File: config.mk
export PLATFORM = sky130hd
export DESIGN_NAME = branch_redirect_flat
export DESIGN_NICKNAME = d
export VERILOG_FILES = /design/src/rtl/branch_redirect_pkg.sv /design/src/rtl/branch_redirect_if.sv /design/src/rtl/branch_target.sv /design/src/rtl/branch_redirect.sv /design/src/flat_wrapper.sv
export SDC_FILE = /design/constraint.sdc
export NUM_CORES = 1
export LEC_CHECK = 0
export BUFFER_PORTS_ARGS = -buffer_cell sky130_fd_sc_hd__buf_2
export CORE_MARGIN = 2
export CORE_UTILIZATION = 49
export CTS_CLUSTER_SIZE = 16
export DETAILED_ROUTE_END_ITERATION = 16
export PLACE_DENSITY = 0.76
export SYNTH_ARGS = -nofsm -noshare
export SYNTH_HDL_FRONTEND = slang
export SYNTH_SLANG_ARGS = --single-unit
File: constraint.sdc
create_clock -name clk_i -period 2.9 [get_ports clk_i]
set_input_delay 0.29 -clock clk_i [delete_from_list [all_inputs] [get_ports clk_i]]
set_output_delay 0.29 -clock clk_i [all_outputs]
set_load 0.02 [all_outputs]
File: src/rtl/branch_redirect_pkg.sv
// Shared processor package: branch-unit types and constants used by the
// execute-stage branch resolution logic.
//   FUNCT3_*   : branch condition encodings (consumed by the logical unit)
//   INSN_BYTES : instruction size, used for link value and alignment
//   br_kind_t  : op kind presented to the redirect stage
//   br_state_t : redirect stage FSM states
package branch_redirect_pkg;

   localparam logic [2:0] FUNCT3_BEQ  = 3'b000;
   localparam logic [2:0] FUNCT3_BNE  = 3'b001;
   localparam logic [2:0] FUNCT3_BLT  = 3'b100;
   localparam logic [2:0] FUNCT3_BGE  = 3'b101;
   localparam logic [2:0] FUNCT3_BLTU = 3'b110;
   localparam logic [2:0] FUNCT3_BGEU = 3'b111;

   localparam int unsigned INSN_BYTES = 4;

   // Encoding 3 is reserved and behaves as BR_COND.
   typedef enum logic [1:0] {
      BR_COND = 2'd0,
      BR_JAL  = 2'd1,
      BR_JALR = 2'd2
   } br_kind_t;

   typedef enum logic [1:0] {
      IDLE     = 2'd0,
      REDIRECT = 2'd1,
      FLUSH    = 2'd2
   } br_state_t;

endpackage

File: src/rtl/branch_redirect_if.sv
// Redirect channel from the branch stage to fetch.
//   redir_valid : redirect request (master -> slave)
//   redir_ready : fetch accepts the redirect (slave -> master)
//   redir_pc    : redirect target, stable while redir_valid is high
interface branch_redirect_if;

   logic        redir_valid;
   logic        redir_ready;
   logic [31:0] redir_pc;

   modport master (
      output redir_valid,
      output redir_pc,
      input  redir_ready
   );

   modport slave (
      input  redir_valid,
      input  redir_pc,
      output redir_ready
   );

endinterface

File: src/rtl/branch_target.sv
// Combinational control-transfer target / link computation.
//   kind_i       : op kind (3 treated as BR_COND)
//   pc_i, imm_i  : op PC and sign-extended offset
//   rs1_i        : JALR base register
//   target_o     : transfer target (JALR has bit 0 cleared)
//   link_o       : pc_i + INSN_BYTES
//   misaligned_o : target not aligned to an instruction boundary
//   is_jump_o    : op is an unconditional JAL/JALR
module branch_target
   import branch_redirect_pkg::*;
(
   input  logic [1:0]  kind_i,
   input  logic [31:0] pc_i,
   input  logic [31:0] imm_i,
   input  logic [31:0] rs1_i,
   output logic [31:0] target_o,
   output logic [31:0] link_o,
   output logic        misaligned_o,
   output logic        is_jump_o
);

   logic is_jalr;

   always_comb begin
      is_jalr   = (kind_i == BR_JALR);
      is_jump_o = is_jalr || (kind_i == BR_JAL);
      if (is_jalr) begin
         target_o = (rs1_i + imm_i) & ~32'd1;
      end else begin
         target_o = pc_i + imm_i;
      end
      link_o       = pc_i + 32'(INSN_BYTES);
      misaligned_o = |target_o[1:0];
   end

endmodule

File: src/rtl/branch_redirect.sv
// Execute-stage branch/jump resolution. Accepts one op at a time, issues a
// PC redirect to fetch for taken aligned transfers, writes the link value for
// JAL/JALR, then holds flush for FLUSH_CYCLES cycles after the handshake.
//   clk_i, rst_i     : clock, synchronous active-high reset
//   valid_i/ready_o  : upstream op handshake (ready only in IDLE)
//   kind_i           : op kind
//   branch_taken_i   : condition result, BR_COND only
//   pc_i/imm_i/rs1_i : operands
//   redir            : redirect channel to fetch (master)
//   flush_o          : kill younger instructions
//   link_valid_o     : one-cycle link write pulse, value on link_o
//   misalign_o       : one-cycle misaligned-target pulse
//   redir_cnt_o      : saturating count of completed redirects
module branch_redirect
   import branch_redirect_pkg::*;
#(
   parameter int unsigned FLUSH_CYCLES = 2,
   parameter int unsigned CNT_W        = 16
) (
   input  logic               clk_i,
   input  logic               rst_i,
   input  logic               valid_i,
   output logic               ready_o,
   input  logic [1:0]         kind_i,
   input  logic               branch_taken_i,
   input  logic [31:0]        pc_i,
   input  logic [31:0]        imm_i,
   input  logic [31:0]        rs1_i,
   branch_redirect_if.master  redir,
   output logic               flush_o,
   output logic               link_valid_o,
   output logic [31:0]        link_o,
   output logic               misalign_o,
   output logic [CNT_W-1:0]   redir_cnt_o
);

   // Counter only needs to hold FLUSH_CYCLES-1.
   localparam int unsigned FcW = (FLUSH_CYCLES > 1) ? $clog2(FLUSH_CYCLES) : 1;

   br_state_t        state_q, state_d;
   logic [FcW-1:0]   flush_cnt_q, flush_cnt_d;
   logic [31:0]      target_q, target_d;
   logic [31:0]      link_q, link_d;
   logic             link_valid_q, link_valid_d;
   logic             misalign_q, misalign_d;
   logic [CNT_W-1:0] redir_cnt_q, redir_cnt_d;

   logic [31:0] target;
   logic [31:0] link;
   logic        misaligned;
   logic        is_jump;

   branch_target u_target (
      .kind_i       (kind_i),
      .pc_i         (pc_i),
      .imm_i        (imm_i),
      .rs1_i        (rs1_i),
      .target_o     (target),
      .link_o       (link),
      .misaligned_o (misaligned),
      .is_jump_o    (is_jump)
   );

   always_comb begin
      state_d           = state_q;
      flush_cnt_d       = flush_cnt_q;
      target_d          = target_q;
      link_d            = link_q;
      link_valid_d      = 1'b0;
      misalign_d        = 1'b0;
      redir_cnt_d       = redir_cnt_q;
      ready_o           = 1'b0;
      flush_o           = 1'b0;
      redir.redir_valid = 1'b0;

      unique case (state_q)
         IDLE: begin
            ready_o = 1'b1;
            if (valid_i && (is_jump || branch_taken_i)) begin
               if (misaligned) begin
                  misalign_d = 1'b1;
               end else begin
                  state_d  = REDIRECT;
                  target_d = target;
                  if (is_jump) begin
                     link_valid_d = 1'b1;
                     link_d       = link;
                  end
               end
            end
         end
         REDIRECT: begin
            redir.redir_valid = 1'b1;
            flush_o           = 1'b1;
            if (redir.redir_ready) begin
               if (redir_cnt_q != '1) begin
                  redir_cnt_d = redir_cnt_q + 1'b1;
               end
               if (FLUSH_CYCLES > 0) begin
                  state_d     = FLUSH;
                  flush_cnt_d = FcW'(FLUSH_CYCLES - 1);
               end else begin
                  state_d = IDLE;
               end
            end
         end
         FLUSH: begin
            flush_o = 1'b1;
            if (flush_cnt_q == '0) begin
               state_d = IDLE;
            end else begin
               flush_cnt_d = flush_cnt_q - 1'b1;
            end
         end
         default: begin
            state_d = IDLE;
         end
      endcase
   end

   always_ff @(posedge clk_i) begin
      if (rst_i) begin
         state_q      <= IDLE;
         flush_cnt_q  <= '0;
         target_q     <= '0;
         link_q       <= '0;
         link_valid_q <= 1'b0;
         misalign_q   <= 1'b0;
         redir_cnt_q  <= '0;
      end else begin
         state_q      <= state_d;
         flush_cnt_q  <= flush_cnt_d;
         target_q     <= target_d;
         link_q       <= link_d;
         link_valid_q <= link_valid_d;
         misalign_q   <= misalign_d;
         redir_cnt_q  <= redir_cnt_d;
      end
   end

   assign redir.redir_pc = target_q;
   assign link_valid_o   = link_valid_q;
   assign link_o         = link_q;
   assign misalign_o     = misalign_q;
   assign redir_cnt_o    = redir_cnt_q;

endmodule

File: src/flat_wrapper.sv
// flat-port wrapper written by rule: the top's interface ports become plain ports
module branch_redirect_flat import branch_redirect_pkg::*;
#(
   parameter int unsigned FLUSH_CYCLES = 2,
   parameter int unsigned CNT_W        = 16
)
  (clk_i, rst_i, valid_i, ready_o, kind_i, branch_taken_i, pc_i, imm_i, rs1_i, flush_o, link_valid_o, link_o, misalign_o, redir_cnt_o, redir_redir_valid, redir_redir_pc, redir_redir_ready);
  branch_redirect_if redir_i ();
  input  logic clk_i;
  input  logic rst_i;
  input  logic valid_i;
  output logic ready_o;
  input  logic [1:0] kind_i;
  input  logic branch_taken_i;
  input  logic [31:0] pc_i;
  input  logic [31:0] imm_i;
  input  logic [31:0] rs1_i;
  output logic flush_o;
  output logic link_valid_o;
  output logic [31:0] link_o;
  output logic misalign_o;
  output logic [CNT_W-1:0] redir_cnt_o;
  output wire logic [$bits(redir_i.redir_valid)-1:0] redir_redir_valid;
  output wire logic [$bits(redir_i.redir_pc)-1:0] redir_redir_pc;
  input wire logic [$bits(redir_i.redir_ready)-1:0] redir_redir_ready;
  assign redir_redir_valid = redir_i.redir_valid;
  assign redir_redir_pc = redir_i.redir_pc;
  assign redir_i.redir_ready = redir_redir_ready;
  branch_redirect #(.FLUSH_CYCLES(FLUSH_CYCLES), .CNT_W(CNT_W)) u_core (.clk_i(clk_i), .rst_i(rst_i), .valid_i(valid_i), .ready_o(ready_o), .kind_i(kind_i), .branch_taken_i(branch_taken_i), .pc_i(pc_i), .imm_i(imm_i), .rs1_i(rs1_i), .redir(redir_i), .flush_o(flush_o), .link_valid_o(link_valid_o), .link_o(link_o), .misalign_o(misalign_o), .redir_cnt_o(redir_cnt_o));
endmodule
==> results of run 1 <==
cells by family (layout without fill, tap and decap cells):
kind of cell	after synthesis	after routing	synth area share (%)
xor+xnor	92	92	11.6
mux	6	6	0.866
other cells	0	1	0
fa+ha+maj	69	69	12.7
buf+inv	59	273	3.34
compound gates	272	272	26.3
flops	85	85	24.5
simple gates	310	310	20.7
area by class of cell:
type | count | area [sq um]
inverter | 23 | 86.3
tap | 180 | 225
fill | 1249 | 5150
clock buffer | 11 | 253
antenna | 1 | 2.50
multi-input combinational | 749 | 5020
sequential | 85 | 1700
clock inverter | 5 | 67.6
timing repair buffer | 234 | 1310
final timing paths:
path	cells past startpoint	endpoint	slack, ps
worst max-delay path	13	u_core.redir.redir_pc[24]	160
worst min-delay path	2	u_core.link_o[2]	200
worst max register to register	9	u_core.redir_cnt_o[15]	800
worst min register to register	2	u_core.redir.redir_pc[2]	460
layer usage:
metal	vias to the layer above	wire, um	global-route usage (%)
met3	32	1440	4.01
met1	3444	9600	38.0
met4	0	321	7.24
met5	-	0	0
li1	3679	-	-
met2	269	9560	45.3
power groups by stage:
stage / Combinational, uW / Sequential (uW) / Clock [uW]
floorplan: 951 / 1450 / 0
global placement: 1580 / 1350 / 0
detailed placement: 1590 / 1360 / 0
CTS: 1600 / 1330 / 1230
global route: 1780 / 1340 / 1290
finish: 1620 / 1330 / 1220
state kept, by name, summed over array words and instances, names as in the netlist:
signal,count
u_core.link_o,32
u_core.link_valid_o,1
u_core.misalign_o,1
u_core.state_q,2
u_core.redir_cnt_o,16
u_core.flush_cnt_q,1
u_core.redir.redir_pc,32
what timing repair did:
item / 4_1_cts / 5_1_grt
hold buffers: 0 / 0
gates resized for setup: 0 / 2
setup endpoints to repair: 0 / 3
cells in the final DEF (no fill, tap or decap), drive strengths merged, types with 3 or more instances in the layout:
cell / netlist / final
a221oi: 6 / 6
a2111oi: 3 / 3
clkbuf: 31 / 11
o21ai: 50 / 50
mux2i: 6 / 6
o211ai: 8 / 8
a21o: 35 / 35
xor2: 44 / 44
a21oi: 74 / 74
o31ai: 4 / 4
o21bai: 7 / 7
a21boi: 5 / 5
nor2: 116 / 116
nand2b: 6 / 6
or2: 3 / 3
a31o: 3 / 3
a31oi: 8 / 8
and4: 6 / 6
buf: 5 / 234
nand4: 15 / 15
nand3: 31 / 31
nand2: 73 / 73
ha: 67 / 67
nor3: 25 / 25
a311oi: 9 / 9
xnor2: 48 / 48
and2: 8 / 8
a211oi: 39 / 39
and3: 8 / 8
clkinv: 0 / 3
dfxtp: 85 / 85
a41oi: 3 / 3
o21a: 4 / 4
nor2b: 5 / 5
inv: 23 / 24
or3: 10 / 10
metrics by stage:
step | hold WS (ps) | area, sq um | setup WS, ps | std cells
2_1_floorplan | 386 | 6940 | 44.8 | 893
3_3_place_gp | 441 | 8340 | -121 | 1271
3_5_place_dp | 445 | 8340 | -189 | 1271
4_1_cts | 197 | 8660 | 147 | 1287
5_1_grt | 218 | 8670 | 14.6 | 1288
6_report | 205 | 8670 | 161 | 1288
==> metrics list, run 1 <==
- Highest-delay cell along the critical path: fa_1
- Vias per cell: 5.76
- Entering global routing, the biggest net connects 60 pins.
- The final hold violation count was 0.
- The most common cell in the synthesized netlist is nor2_1.
* Data required time at the worst endpoint: 3130 ps
* Initial core utilization: about 50%
- TritonCTS built the clock tree.
* Mapped Cells: ~900
- Switch Pwr: approximately 1500 uW
- Launching element type of the critical path: input pin
* Crit path DAT: around 3000 ps
- Cells fill a little over three fifths of the core in the end.
* First-pass GRT wire length: between 30000 and 40000 um
* Power Internal: ~2700 uW
- Initial antenna violation count: 1
- The worst hold path begins at pc_i[2].
- Leak Pwr: 0.00397 uW
- Worst-path fanout max: 3
- The area growth from synthesis to layout is 25.1%.
- Root Buffer: clkbuf_16
* Total of buffers placed on input and output ports: 187
- The netlist uses between 60 and 70 different library cells.
- For this run, the top clock speed supported by timing is approximately 370 MHz.
- Buffer count from post-CTS setup fixing: 0
- The worst setup path is of the in -> reg kind.
* Overall via count from detail_route: 7424
- Average wire length per cell after detail routing: around 16 um
- The flow ran to the end, and the final reports show no timing, DRC or antenna violations.
- The tool flagged a number of max-cap violations equal to 0.
- Die Width: 123 um
* Remaining design rule violation count: 0
* DR pass1 iterations: 5
- Counting every net in the synthesized netlist gives about 1100.
- Crit path cell chain: buf_2 -> ha_1 -> fa_1 -> a21o_1 -> a221oi_4 -> a22oi_2 -> a41oi_2 -> o31ai_2 -> a221oi_2 -> buf_4 -> xnor2_1 -> mux2i_1 -> a211oi_1
- Total standard cell area after synthesis: 6940 sq um
- The synthesized design contains 85 register bits.
- Sum of negative setup slack: 0 ps
* Total wire length: around 21000 um
* Worst skew pair latency: approximately 330 ps
- Counting flops with an async set or reset pin after synthesis yields a share of 0%.
- Maximum cell stage delay along the critical path: a little under 400 ps
- Antenna viol nets, final: 0
- Of the post-synthesis cell area, the dominant cell type holds around 25%.
- In this run the tightest slew margin relative to its limit is a little over a fifth.
- Setup repair after global routing left no endpoint under its margin.
- For this block, the initial DRC count from the detailed router was about 560.
* Endpoint kind of the worst setup timing path: register
* Clock transition at the registers of the reported paths: about 70 ps
- Tracing the worst setup path back leads to its startpoint at pc_i[0].
* Sink count of the clock tree: 85
- Syn avg cell area: 7.77 sq um
- Clock power share: between 20% and 30%
- Yosys mapped a number of flops with a built-in enable equal to 0.
- Vias in the first global route: 6794
* Leading post-synthesis cells by instance count: nor2_1, dfxtp_1, a21oi_1
- approximately 190 I/O pins were placed.
- Top cells by area in the synthesized netlist: dfxtp_1, ha_1, nor2_1
- Counting both buffers and inverters, the worst setup path holds a total of 2.
* Library cell with the largest summed area after synthesis: dfxtp_1
- Sequential cell area fraction in the yosys report: 24.5%
- The die is 123 um tall.
- Placer Congestion: approximately 0.98
- The die covers between 15000 and 20000 sq um.
* GR Overflow Total: 0
- At the pin with the least slew margin, the transition time is between 1000 and 1500 ps.
- Crit Reg-Reg Startpoint: u_core.redir_cnt_o[9]
- The clock passes through at most 2 buffers.
- Warning count from the yosys run: 0
* Peak supply drop: around 300 uV
- For this design the ratio of total power to cell area is a little under 500 nW/um^2.
* Share of power burned in registers: between 30% and 40%
- The most used flip-flop cell after synthesis is dfxtp_1.
* Placement row count: 43
- Number of levels the H-tree was split into: 3
- Post-detailed-placement half-perimeter wirelength: about 17000 um
- After layout, the worst path uses 94.5% of the clock period.
- Gate power share: about two fifths
- In the global route stage, overall resource usage came out at around 28%.
* Final period demand of the worst path: about 2700 ps
* Floorplan core area: between 10000 and 15000 sq um
- Cell class contributing the biggest share of worst-path delay: compound AO/OA/AOI/OAI gates
- For the final database, setup skew stands at between 4 and 5 ps.
- Net Sw Frac: a little over a third
* Total count of max-transition violations in the final report: 0
- The design draws approximately 4200 uW.
- Number of setup violations in the final report: 0
* Total Nets Final: between 1000 and 1500
- In the final layout, the share of cells above drive strength 1 is roughly 24%.
* Worst hold-check path type: in -> reg
- Number of buffers created by CTS: 9
Power figures use the tool's default switching activity.
==> run 2, diff against run 1 <==
--- a/config.mk
+++ b/config.mk
@@ -10,7 +10,9 @@
 export CORE_UTILIZATION = 49
 export CTS_CLUSTER_SIZE = 16
 export DETAILED_ROUTE_END_ITERATION = 16
+export GPL_TIMING_DRIVEN = 0
 export PLACE_DENSITY = 0.76
 export SYNTH_ARGS = -nofsm -noshare
 export SYNTH_HDL_FRONTEND = slang
 export SYNTH_SLANG_ARGS = --single-unit
+export TNS_END_PERCENT = 10
==> run 2 against run 1 <==
  * Register-to-register slack got worse by 50 ps
  * Design area is 2.3% lower
  * Total power down 2.7%
  * Die area is the same
  * Maximum frequency fell by 2.7%
  * Critical path type unchanged
  * Largest cell class unchanged
==> metrics list, run 2 (synthesized netlist as in run 1, its figures left out) <==
* Final worst path period share: 97.1% (was 94.5%)
- The largest net degree at the start of global routing came to 15 (was 60).
- The power density over the cells was 479 nW/um^2 (was 481 nW/um^2).
- The post-route setup TNS is 0 ps (unchanged).
- Root Buffer: clkbuf_16 (unchanged)
* Aggregate global-route resource usage: 27.9% (was 27.6%)
- Placer Congestion: 0.942 (was 0.983)
* Initial antenna violation count: 0 (was 1)
- Crit path DAT: 3070 ps (was 2970 ps)
* Count of pins on the block boundary: 188 (unchanged)
* Worst-path fanout max: 3 (unchanged)
- The final hold violation count was 0 (unchanged).
- The share of total power consumed by net switching was 37.5% (was 36.1%).
- The deepest clock path buffer count was 2 (unchanged).
- DR pass1 iterations: 5 (unchanged)
* Die Span Y: 123 um (unchanged)
- The final-layout fill cell count is 1312 (was 1249).
- The combined buffer and inverter count along the critical path is 2 (unchanged).
- The number of pins exceeding their max-slew limit in the final report is 0 (unchanged).
- The global-route wire length before repair was 32900 um (was 33200 um).
- Tightest slew margin relative to the limit: 56.0% (was 21.7%)
* Die Width: 123 um (unchanged)
* Average wire length per cell after detail routing: 16.9 um (was 16.2 um)
* Fmax: 355 MHz (was 365 MHz)
- Crit Reg-Reg Startpoint: u_core.state_q[1] (was u_core.redir_cnt_o[9])
- Power Internal: 2540 uW (was 2670 uW)
- The number of hold buffers added after CTS came to 0 (unchanged).
- The register-to-register setup slack is 750 ps (was 800 ps).
- The number of sinks driven by the clock tree was 85 (unchanged).
- Clock power share: 28.3% (was 29.2%)
- The number of rows created at floorplan came to 43 (unchanged).
* Post-detailed-placement half-perimeter wirelength: 17500 um (was 16900 um)
- Combined flip-flop and latch cell area: 1700 sq um (unchanged)
- Worst hold-check path type: in -> reg (unchanged)
* Leak Pwr: 0.00382 uW (was 0.00397 uW)
- Worst Tran Pin Value: 654 ps (was 1170 ps)
- The final setup violation count came to 0 (unchanged).
* Clock transition at the registers of the reported paths: 60 ps (was 70 ps)
- Final period demand of the worst path: 2820 ps (was 2740 ps)
- The via count was 7288 (was 7424).
* Floorplan core area: 13800 sq um (unchanged)
- Gate power share: 38.8% (about the same)
- The share of layout cells above drive strength 1 came to 21.8% (was 24.3%).
- Min-Delay Startpoint: pc_i[2] (unchanged)
- Antenna viol nets, final: 0 (unchanged)
- Initial core utilization: 50.2% (unchanged)
- The peak supply drop is 314 uV (was 299 uV).
* Data required time at the worst endpoint: 3160 ps (was 3130 ps)
- Share of power burned in registers: 32.9% (was 31.9%)
* DRC violation total after the first TritonRoute iteration: 503 (was 562)
- Vias per cell: 5.70 (was 5.76)
- The setup slack after placement came to -692 ps (was -189 ps).
* Launching element type of the critical path: input pin (unchanged)
- The number of H-tree levels came to 3 (unchanged).
- Crit path cell chain: buf_2 -> ha_1 -> fa_2 -> a21o_1 -> a221oi_4 -> a22oi_2 -> a41oi_2 -> o31ai_2 -> a221oi_2 -> buf_4 -> xnor2_1 -> mux2i_1 -> a211oi_1 (was buf_2 -> ha_1 -> fa_1 -> a21o_1 -> a221oi_4 -> a22oi_2 -> a41oi_2 -> o31ai_2 -> a221oi_2 -> buf_4 -> xnor2_1 -> mux2i_1 -> a211oi_1).
- The final layout net count is 1266 (was 1274).
* Number of antenna diodes: 0 (was 1)
- The total detailed-routing wirelength is 21600 um (was 20900 um).
- Worst Path Class, Setup: in -> reg (unchanged)
- Area added between synthesis and finish: 22.2% (was 25.1%)
- Leading cell type in the layout, fill and taps excluded: buf_2 (unchanged)
- The max capacitance violation total is 0 (unchanged).
- Result of the run: completed (unchanged).
- Endpoint kind of the worst setup timing path: register (unchanged)
- Leading cell types in the layout, fill and taps excluded: buf_2, nor2_1, dfxtp_1 (unchanged)
* Launch point of the worst path: pc_i[0] (unchanged)
- Placed cell area: 8100 sq um (was 8340 sq um)
* Area of all placed cells without fillers: 8470 sq um (was 8670 sq um)
* Cell class contributing the biggest share of worst-path delay: compound AO/OA/AOI/OAI gates (unchanged)
- Worst slack on hold paths: 220 ps (was 205 ps)
- Final worst-path setup slack: 84.7 ps (was 161 ps)
- Total of buffers placed on input and output ports: 187 (unchanged)
- Highest-delay cell along the critical path: fa_2 (was fa_1)
- The residual DRC count was 0 (unchanged).
- The footprint of the multi-input gates is 5060 sq um (was 5020 sq um).
* Clock tree skew after final layout: 7.31 ps (was 4.59 ps)
* GR Overflow Total: 0 (unchanged)
* Worst skew pair latency: 340 ps (was 330 ps)
- RSZ-0062 raised after global routing: yes (was no).
- The switching power came to 1520 uW (was 1510 uW).
- CTS tree: yes (unchanged)
* Vias in the first global route: 6465 (was 6794)
- Floorplan die area: 15100 sq um (unchanged)
- The maximum single-stage delay on the critical path was 360 ps (was 390 ps).
* Final core area utilization: 61.3% (was 62.7%)
* Number of buffers created by CTS: 9 (unchanged)
run 2: changes by cell type in the layout (fill, tap and decap cells not counted), sizes merged:
cell / previous run / this run
inv: 24 / 23
clkinv: 3 / 4
buf: 234 / 195
clkinvlp: 0 / 1
diode: 1 / 0
clkbuf: 11 / 40
run 2: area by class of cell:
class                           count  share of cell area, %
Buffer                             35                   1.74
Timing Repair Buffer              191                   11.4
Sequential cell                    85                   20.1
Tap cell                          180                   2.66
Clock inverter                      6                  0.768
Inverter                           23                   1.02
Clock buffer                        9                   2.66
Multi-Input combinational cell    749                   59.7
run 2: worst paths after layout:
path	to	cells past startpoint
setup / recovery	u_core.redir.redir_pc[24]	13
hold / removal	u_core.link_o[2]	2
setup reg to reg	u_core.redir.redir_pc[6]	8
hold reg to reg	u_core.redir.redir_pc[30]	2
run 2: routing by layer:
metal / global-route usage [%] / vias to the layer above / routed length [um] / share of wire, %
met5: 0 / - / 0 / 0
met4: 5.47 / 0 / 318 / 1.5
met3: 3.97 / 25 / 1510 / 7.0
met2: 46.7 / 268 / 9890 / 46
met1: 38.4 / 3348 / 9880 / 46
li1: - / 3647 / - / -
run 2: power by group through the flow:
stage	clock network, uW	logic, uW	registers [uW]
global placement	0	1500	1360
finish	1150	1580	1340
detailed placement	0	1510	1360
floorplan	0	951	1450
CTS	1160	1540	1330
global route	1210	1720	1340
run 2: worst register-to-register path: stages (launching register included):
cell and delay [ps]:
dfxtp_1 330, inv_1 80, ha_1 280, and3_1 250, clkbuf_2 300, clkbuf_2 360, o21ai_0 180, a21oi_1 170
nor3_1 60
run 2: what timing repair did:
item,in CTS,in global routing
endpoints found under the setup margin,64,40
setup buffers,1,3
gates resized for setup,8,12
pin swaps,1,4
run 2: per-stage QoR:
step / std cells / power (uW)
floorplan: 893 / 2410
global placement: 1260 / 2860
detailed placement: 1260 / 2870
CTS: 1275 / 4030
global route: 1278 / 4280
finish: 1278 / 4060
==> run 3, diff against run 2 <==
--- a/config.mk
+++ b/config.mk
@@ -5,7 +5,7 @@
 export SDC_FILE = /design/constraint.sdc
 export NUM_CORES = 1
 export LEC_CHECK = 0
-export BUFFER_PORTS_ARGS = -buffer_cell sky130_fd_sc_hd__buf_2
+export BUFFER_PORTS_ARGS = -buffer_cell sky130_fd_sc_hd__buf_4
 export CORE_MARGIN = 2
 export CORE_UTILIZATION = 49
 export CTS_CLUSTER_SIZE = 16
==> run 3 against run 2 <==
  * Routed wire length up 5.4%
  * Design area up 5.4%
  * Clock power up 5%
  * Combinational power up 7%
  * Sequential share of layout area down 1.0 points
  * Utilization up 3.3 points
  * Maximum frequency up 0.82%
  * Hold slack worse by 43 ps
  * Critical path depth unchanged
  * Worst setup slack better by 23 ps
  * Critical path type unchanged
  * Critical endpoint is now u_core.redir.redir_pc[28]
==> metrics list, run 3 (synthesized netlist as in run 1, its figures left out) <==
- The ratio of routed vias to standard cells is 5.81 (was 5.70).
* Total Nets Final: 1263 (was 1266)
* Share of power burned in registers: 31.6% (was 32.9%)
- Total power after layout: 4240 uW (was 4060 uW)
- The share of total power consumed by net switching came to 37.1% (was 37.5%).
- The clock network latency to the later pin of the worst-skew pair was 350 ps (was 340 ps).
* Count of pins on the block boundary: 188 (unchanged)
* Launching element type of the critical path: input pin (unchanged)
- Number of antenna diodes: 0 (unchanged)
* Fmax: 358 MHz (was 355 MHz)
- The combinational share of power came to 39.8% (was 38.8%).
* Highest-delay cell along the critical path: a221oi_2 (was fa_2)
- Area added between synthesis and finish: 28.7% (was 22.2%)
- The switching power came to 1570 uW (was 1520 uW).
- Floorplan core area: 13800 sq um (unchanged)
* RSZ-0062 raised after global routing: yes (unchanged)
- Antenna viol nets, final: 0 (unchanged)
- Floorplan die area: 15100 sq um (unchanged)
- The clock tree from TritonCTS is yes (unchanged).
* Power Internal: 2670 uW (was 2540 uW)
* Die Width: 123 um (unchanged)
- The largest net degree at the start of global routing is 15 (unchanged).
- Leak Pwr: 0.00389 uW (was 0.00382 uW)
- Average wire length per cell after detail routing: 17.8 um (was 16.9 um)
- Worst Path Class, Setup: in -> reg (unchanged)
- FILL cells: 1245 (was 1312)
- Clock tree skew after final layout: 11.1 ps (was 7.31 ps)
- Total count of max-transition violations in the final report: 0 (unchanged)
- The via count came to 7415 (was 7288).
- Crit path cell chain: buf_4 -> ha_1 -> fa_2 -> a21o_1 -> a221oi_4 -> a22oi_2 -> a41oi_2 -> buf_4 -> o31ai_2 -> a221oi_2 -> o21ai_1 -> xnor2_1 -> a221oi_1 (was buf_2 -> ha_1 -> fa_2 -> a21o_1 -> a221oi_4 -> a22oi_2 -> a41oi_2 -> o31ai_2 -> a221oi_2 -> buf_4 -> xnor2_1 -> mux2i_1 -> a211oi_1).
* First-pass GRT wire length: 34600 um (was 32900 um)
* Final period demand of the worst path: 2790 ps (was 2820 ps)
- Number of setup violations in the final report: 0 (unchanged)
* Post-detailed-placement half-perimeter wirelength: 18400 um (was 17500 um)
- The overall global routing resource usage was 29.5% (was 27.9%).
- Power per cell area: 475 nW/um^2 (was 479 nW/um^2)
- The number of rows created at floorplan is 43 (unchanged).
- The clock transition at the register clock pins on the worst setup and hold paths after CTS is 70 ps (was 60 ps).
* Worst Tran Pin Value: 679 ps (was 654 ps)
* Buffers plus inverters on the worst setup path: 2 (unchanged)
- The number of hold buffers added after CTS is 0 (unchanged).
- Worst slack on hold paths: 178 ps (was 220 ps)
- The required time at the worst-slack endpoint was 3170 ps (was 3160 ps).
- Crit path DAT: 3060 ps (was 3070 ps)
* Initial core utilization: 50.2% (unchanged)
- Total wire length: 22800 um (was 21600 um)
- The number of search-and-repair iterations in the first detailed-routing pass was 5 (unchanged).
* Number of levels the H-tree was split into: 3 (unchanged)
- Root Buffer: clkbuf_16 (unchanged)
- The most numerous cell type found on the critical path is buf_4.
- Die Span Y: 123 um (unchanged)
- Leading cell type in the layout, fill and taps excluded: buf_4 (was buf_2)
- The maximum single-stage delay on the critical path is 380 ps (was 360 ps).
- The share of layout cells above drive strength 1 came to 21.5% (was 21.8%).
- Clock power share: 28.6% (was 28.3%)
- The deepest clock path buffer count came to 2 (unchanged).
* Leading cell types in the layout, fill and taps excluded: buf_4, nor2_1, dfxtp_1 (was buf_2, nor2_1, dfxtp_1)
- The number of antenna violations at the first check in global routing was 0 (unchanged).
* Result of the run: completed (unchanged)
- The top cell family by delay on the critical path is compound AO/OA/AOI/OAI gates (unchanged).
* Sink count of the clock tree: 85 (unchanged)
- The capturing element type of the critical path is a register (unchanged).
* DRC violation total after the first TritonRoute iteration: 561 (was 503)
- The final cycle utilization of the critical path is 96.3% (was 97.1%).
- Worst-path fanout max: 4 (was 3)
* Number of buffers created by CTS: 9 (unchanged)
- The peak supply drop came to 308 uV (was 314 uV).
- The total congestion overflow came to 0 (unchanged).
- The max capacitance violation total came to 0 (unchanged).
* Placer Congestion: 0.963 (was 0.942)
- The via count of the first global-routing pass came to 6818 (was 6465).
- The footprint of the multi-input gates came to 5050 sq um (was 5060 sq um).
- The number of I/O port buffers was 187 (unchanged).
- Number of hold violations in the final report: 0 (unchanged)
- Combined flip-flop and latch cell area: 1700 sq um (unchanged)
- Tightest slew margin relative to the limit: 54.3% (was 56.0%)
- Worst hold-check path type: in -> reg (unchanged)
* Remaining design rule violation count: 0 (unchanged)
## run 3: changes by cell type in the layout (fill, tap and decap cells not counted), moves of 2 or more
cell	before	now
o21ai_0	46	44
buf_2	189	2
clkinv_4	2	0
buf_4	4	188
o21ai_1	3	6
## run 3: power by group through the flow
stage / Sequential, uW / Clock [uW] / Combinational (uW)
floorplan: 1450 / 0 / 951
global placement: 1360 / 0 / 1620
detailed placement: 1360 / 0 / 1640
CTS: 1340 / 1200 / 1670
global route: 1350 / 1270 / 1830
finish: 1340 / 1210 / 1690
## run 3: repair_timing
item                       in CTS  in global routing
setup buffers                   1                  0
pin swaps                       1                  4
cloned                          0                  0
resized for setup              10                 13
setup endpoints to repair      64                 48
## run 3: worst paths after layout
| check | from | to | slack (ps) | depth (start not counted) |
|---|---|---|---|---|
| max | pc_i[0] | u_core.redir.redir_pc[28] | 110 | 13 |
| min | pc_i[2] | u_core.link_o[2] | 180 | 2 |
| max reg2reg | u_core.state_q[1] | u_core.redir.redir_pc[13] | 730 | 6 |
| min reg2reg | u_core.redir.redir_pc[30] | u_core.redir.redir_pc[30] | 460 | 2 |
## run 3: routing by layer
metal	wire (um)	GRT usage, %	vias up
met5	0	0	-
met4	563	8.38	0
met3	1540	4.43	43
met2	10500	49.0	274
met1	10200	39.8	3452
li1	-	-	3646
## run 3: stage by stage
stage | cell area (sq um) | utilization (%) | setup slack (ps) | cells | TNS, ps
after floorplan | 6940 | - | 44.8 | 893 | 0
after CTS | 8910 | 64.4 | -27.1 | 1276 | -51.8
after detailed placement | 8560 | 61.9 | -816 | 1260 | -38950
after global routing | 8930 | 64.6 | -18.7 | 1276 | -25.8
final | 8930 | 64.6 | 108 | 1276 | 0
after global placement | 8560 | 61.9 | -759 | 1260 | -34740
## run 3: final cells by class
| cell class | count | area share (%) |
|---|---|---|
| multi-input cells | 749 | 56.6 |
| flip-flops and latches | 85 | 19.1 |
| repair buffers | 188 | 15.8 |
| clock buffers | 11 | 2.72 |
| well taps | 180 | 2.52 |
| plain buffers | 35 | 1.67 |
| inverters | 23 | 0.967 |
| clock inverters | 5 | 0.659 |
